File: src/rtl/bus_pkg.sv
// Shared types for the system-bus arbiter: FSM state encoding and default sizing.
package bus_pkg;

    localparam int N_MASTERS_DEFAULT = 2;
    localparam int IDX_W_DEFAULT     = $clog2(N_MASTERS_DEFAULT);

    typedef enum logic {
        IDLE  = 1'b0,
        OWNED = 1'b1
    } arb_state_t;

    typedef logic [IDX_W_DEFAULT-1:0] master_idx_t;

endpackage

File: src/rtl/rr_picker.sv
// Combinational round-robin picker: first set request bit at or after ptr, wrapping.
module rr_picker #(
    parameter int N     = 2,
    parameter int IDX_W = 1
) (
    input  logic [N-1:0]     req,
    input  logic [IDX_W-1:0] ptr,
    output logic             valid,
    output logic [IDX_W-1:0] idx
);

    always_comb begin
        logic [IDX_W:0] cand;
        valid = |req;
        idx   = '0;
        cand  = '0;
        // Scan from the farthest offset down so the nearest request to ptr wins.
        for (int i = N - 1; i >= 0; i--) begin
            cand = {1'b0, ptr} + (IDX_W + 1)'(i);
            if (cand >= (IDX_W + 1)'(N))
                cand = cand - (IDX_W + 1)'(N);
            if (req[cand[IDX_W-1:0]])
                idx = cand[IDX_W-1:0];
        end
    end

endmodule

File: src/rtl/bus_arbiter.sv
// Central bus arbiter: round-robin grant, one-slot split parking and prioritised resume.
module bus_arbiter
    import bus_pkg::*;
#(
    parameter int N_MASTERS = N_MASTERS_DEFAULT,
    parameter int IDX_W     = $clog2(N_MASTERS)
) (
    input  logic                 clk,
    input  logic                 rstn,
    input  logic [N_MASTERS-1:0] breq,
    output logic [N_MASTERS-1:0] bgrant,
    output logic [N_MASTERS-1:0] split,
    output logic [IDX_W-1:0]     msel,
    output logic                 bus_busy,
    input  logic                 split_req,
    input  logic                 split_release,
    output logic                 split_busy
);

    localparam logic [N_MASTERS-1:0] ONE_HOT0 = N_MASTERS'(1);

    arb_state_t             state_reg;
    logic [IDX_W-1:0]       rr_ptr_reg;
    logic [IDX_W-1:0]       split_owner_reg;
    logic [IDX_W-1:0]       resume_idx_reg;
    logic                   resume_pend_reg;

    logic [N_MASTERS-1:0]   eligible;
    logic                   pick_valid;
    logic [IDX_W-1:0]       pick_idx;
    logic                   release_ok;
    logic                   park_ok;
    logic [N_MASTERS-1:0]   split_next;
    logic                   split_busy_next;

    function automatic logic [IDX_W-1:0] next_idx(input logic [IDX_W-1:0] i);
        return (int'(i) == N_MASTERS - 1) ? '0 : i + 1'b1;
    endfunction

    assign eligible = breq & ~split;

    rr_picker #(
        .N     (N_MASTERS),
        .IDX_W (IDX_W)
    ) u_picker (
        .req   (eligible),
        .ptr   (rr_ptr_reg),
        .valid (pick_valid),
        .idx   (pick_idx)
    );

    // A release frees the slot in the same cycle, so a coincident split_req can take it.
    assign release_ok = split_release & split_busy;
    assign park_ok    = (state_reg == OWNED) & split_req & breq[msel]
                      & (~split_busy | release_ok);

    always_comb begin
        split_next      = split;
        split_busy_next = split_busy;
        if (release_ok) begin
            split_next[split_owner_reg] = 1'b0;
            split_busy_next             = 1'b0;
        end
        if (park_ok) begin
            split_next[msel] = 1'b1;
            split_busy_next  = 1'b1;
        end
    end

    always_ff @(posedge clk or negedge rstn) begin
        if (!rstn) begin
            state_reg       <= IDLE;
            bgrant          <= '0;
            split           <= '0;
            msel            <= '0;
            bus_busy        <= 1'b0;
            split_busy      <= 1'b0;
            rr_ptr_reg      <= '0;
            split_owner_reg <= '0;
            resume_idx_reg  <= '0;
            resume_pend_reg <= 1'b0;
        end else begin
            split      <= split_next;
            split_busy <= split_busy_next;

            case (state_reg)
                IDLE: begin
                    if (resume_pend_reg && breq[resume_idx_reg]) begin
                        bgrant          <= ONE_HOT0 << resume_idx_reg;
                        msel            <= resume_idx_reg;
                        bus_busy        <= 1'b1;
                        resume_pend_reg <= 1'b0;
                        state_reg       <= OWNED;
                    end else begin
                        // A resume whose master no longer requests is simply dropped.
                        resume_pend_reg <= 1'b0;
                        if (pick_valid) begin
                            bgrant    <= ONE_HOT0 << pick_idx;
                            msel      <= pick_idx;
                            bus_busy  <= 1'b1;
                            state_reg <= OWNED;
                        end
                    end
                end
                OWNED: begin
                    if (!breq[msel] || park_ok) begin
                        bgrant     <= '0;
                        bus_busy   <= 1'b0;
                        rr_ptr_reg <= next_idx(msel);
                        state_reg  <= IDLE;
                    end
                    if (park_ok)
                        split_owner_reg <= msel;
                end
                default: state_reg <= IDLE;
            endcase

            // Placed last so a fresh release wins over the IDLE-path clear.
            if (release_ok) begin
                resume_pend_reg <= 1'b1;
                resume_idx_reg  <= split_owner_reg;
            end
        end
    end

endmodule
File: config.mk
export PLATFORM = sky130hd
export DESIGN_NAME = bus_arbiter
export DESIGN_NICKNAME = d
export VERILOG_FILES = /design/src/rtl/bus_pkg.sv /design/src/rtl/rr_picker.sv /design/src/rtl/bus_arbiter.sv
export SDC_FILE = /design/constraint.sdc
export NUM_CORES = 1
export LEC_CHECK = 0
export CAP_MARGIN = 20
export CORE_AREA = 2 2 39 41
export CTS_CLUSTER_SIZE = 24
export DETAILED_ROUTE_END_ITERATION = 10
export DIE_AREA = 0 0 41 43
export PLACE_DENSITY = 0.73
export SYNTH_ARGS = -nofsm -noshare
export SYNTH_HDL_FRONTEND = slang
export SYNTH_SLANG_ARGS = --single-unit
File: constraint.sdc
create_clock -name clk -period 2.3 [get_ports clk]
set_input_delay 0.46 -clock clk [delete_from_list [all_inputs] [get_ports clk]]
set_output_delay 0.46 -clock clk [all_outputs]
set_load 0.01 [all_outputs]
==> summary.md <==
| Metric | Value |
|---|---|
| Sw Pwr | `between 0.3 and 0.4 mW` |
| Worst-Margin Slew | `between 0.5 and 0.6 ns` |
| Top flop regs | `bgrant: 2 flops, split: 2 flops` |
| Flop pwr share | `between 40% and 50%` |
| Die Wd | `~41 um` |
| Clk network pwr share | `~17%` |
| FF-to-FF End | `bgrant[1]` |
| Routed WL | `about 1.2 mm` |
| Max Clock Skew | `roughly 0.00080 ns` |
| Pleak | `approximately 0.36 nW` |
| VDD IR max | `about 0.52 mV` |
| Total global-route track usage | `17.0%` |
| Power share of the combinational group | `41.6%` |
| Layout cells sized above 1 | `15.7%` |
| Setup Viol. Count Final | `0` |
| RR Startpoint | `resume_pend_reg` |
| H-Tree Level Count | `1` |
| Clock sink count | `12` |
| Worst Path Max Fanout | `8` |
| Vias in the first global route | `roughly 460` |
| Number of post-CTS setup repair buffers | `0` |
| Largest net degree at the start of global routing | `13` |
| Reg2reg setup slack | `~0.84 ns` |
| WL per Instance | `around 14 um` |
| Seq/Total Area, Yosys | `just over 50%` |
| YS warnings | `0` |
| Syn Inst Count | `54` |
| Final hold violations | `0` |
| Worst hold path class | `flop to flop` |
| Fillers | `124` |
| DRC Markers | `0` |
| Cell row count | `14` |
| Crit path launch type | `flop` |
| Initial antenna violation count | `0` |
| Worst-path clk slew | `roughly 0.080 ns` |
| Diode count | `0` |
| Total die area | `around 1800 um2` |
| Vias per std cell | `between 5 and 6` |
| Final Max Slew Viols | `0` |
| Die H | `around 43 um` |
| TritonCTS clock tree | `done` |
| Crit-path slowest cell | `clkdlybuf4s50_1` |
| DRT Pass-1 Iters | `4` |
| Num CTS Buffers | `3` |
| ANT nets after route | `0` |
| Clk_lat worst skew | `~0.28 ns` |
| Power Internal | `0.653 mW` |
| Critical path's largest stage delay | `0.59 ns` |
| Port Buffers | `12` |
| Crit path DAT | `around 1.4 ns` |
| CP Cell Sequence | `clkdlybuf4s50_1` |
| Status | `finished, final reports clean` |
| CTS Buffer Depth | `2` |
| Iteration-0 DRC count of the detailed router | `11` |
| Crit end category | `output port` |
| Worst hold slack | `about 0.48 ns` |
| Reg2reg path depth | `4` |
| Total power | `a little over 1 mW` |
| Initial core utilization | `43.1%` |
| Fin crit share | `78.7%` |
| CTS Hold Bufs | `0` |
| Syn Nets | `60` |
| Root Driver | `clkbuf_4` |
| Syn avg cell area | `~11 um2` |
| Max-Cap Viols | `0` |
| Required time worst endpoint | `1.84 ns` |
| Core Util, Final | `a little under three fifths` |
| RSZ-0062 raised after global routing | `no` |
| Slew margin rel. | `between 60% and 70%` |
| Commonest non-fill, non-tap cells in the layout | `dfrtp_1 (12), clkdlybuf4s50_1 (12), nand2_1 (6), o21ai_0 (6)` |
| Switching Share | `approximately 36%` |
| Final GP Congestion | `~0.75` |
| Type of the worst setup path | `flop to output port` |
| Worst hold stages | `1` |
| Cell family with most CP delay | `buffers and inverters` |
| Nets@finish | `between 70 and 80` |
| Layout area overhead | `29.6%` |
| Worst setup startpoint | `msel` |
| Peak Freq | `approximately 550 MHz` |
| CORE AREA | `~1400 um2` |
| Worst Path Buf+Inv | `1` |
| Hold Path Origin | `bus_busy` |
| Power density over cell area | `1320 nW/um2` |
| Grt ovf | `0` |
| Hold Crit Endpoint | `bus_busy` |
| TNS Setup | `0 ns` |
| Post-DP HPWL | `roughly 900 um` |
| Post_cts resized | `0` |
| Vias | `about 460` |
| Synthesized flop and latch total | `12` |
| Mapped Area | `a little under 600 um2` |
| Global-route wire length before repair | `about 2 mm` |
| Netlist cell types | `25` |
| Final Critical Period | `approximately 1.8 ns` |
| I/O pin count | `13` |
-- metrics by stage --
step           instance area, um2  cells  worst slack (ns)
3_5_place_dp                  737     82             0.451
2_1_floorplan                 597     54             0.912
3_3_place_gp                  737     82             0.473
5_1_grt                       773     86             0.423
6_report                      773     86             0.490
4_1_cts                       773     86             0.471
-- logic make-up after synthesis --
| kind of cell | synth area share (%) |
|---|---|
| mux | 2.51 |
| simple gates | 19.9 |
| flops | 50.3 |
| compound gates | 26.0 |
| buf+inv | 1.26 |
-- worst max path at each step --
| stage | endpoint | slack (ns) | cells past startpoint |
|---|---|---|---|
| final | msel | 0.49 | 1 |
| after global routing | msel | 0.42 | 1 |
| after CTS | msel | 0.47 | 1 |
| after detailed placement | split[0] | 0.45 | 5 |
| after global placement | bgrant[0] | 0.47 | 5 |
| after floorplan | split[0] | 0.91 | 4 |
-- power by group through the flow --
stage,sequential (mW),clock (mW),combinational (mW)
floorplan,0.427,0,0.236
global placement,0.424,0,0.419
detailed placement,0.429,0,0.426
CTS,0.424,0.175,0.428
global route,0.441,0.185,0.470
finish,0.424,0.172,0.424
-- layer usage --
layer  track usage [%]  part of all wire, %
met5                 0                    0
met4              8.00                  1.2
met1              23.7                   49
met2              23.8                   46
met3              4.71                  3.9
-- synth_stat cells --
library cell	n	share of area [%]
nand3_2	1	1.7
a31oi_1	1	1.0
nor2_1	3	1.9
nand4_1	1	1.0
a2bb2oi_2	1	2.5
inv_1	2	1.3
nor2b_1	2	2.1
nand2b_1	3	3.1
dfrtp_1	12	50
a21boi_4	1	3.1
a21bo_2	1	1.7
o32a_1	1	1.7
nand2_1	6	3.8
o21a_1	1	1.3
nor3_1	1	0.84
nor3b_2	1	2.1
o211a_1	1	1.7
a21o_1	3	3.8
and3_1	1	1.0
a221oi_1	1	1.5
mux2_4	1	2.5
nand2b_4	1	2.3
a21oi_1	1	0.84
o21ai_0	6	5.0
o2111a_1	1	1.9
-- area by class of cell --
type                            count  area (um2)  share of cell area, %
Inverter                            2        7.51                  0.971
Tap cell                           16        20.0                   2.59
Sequential cell                    12         300                   38.8
Multi-Input combinational cell     40         289                   37.4
Clock buffer                        4        36.3                   4.69
Timing Repair Buffer               12         120                   15.5
Note: power is estimated with default switching activity, not from simulation.
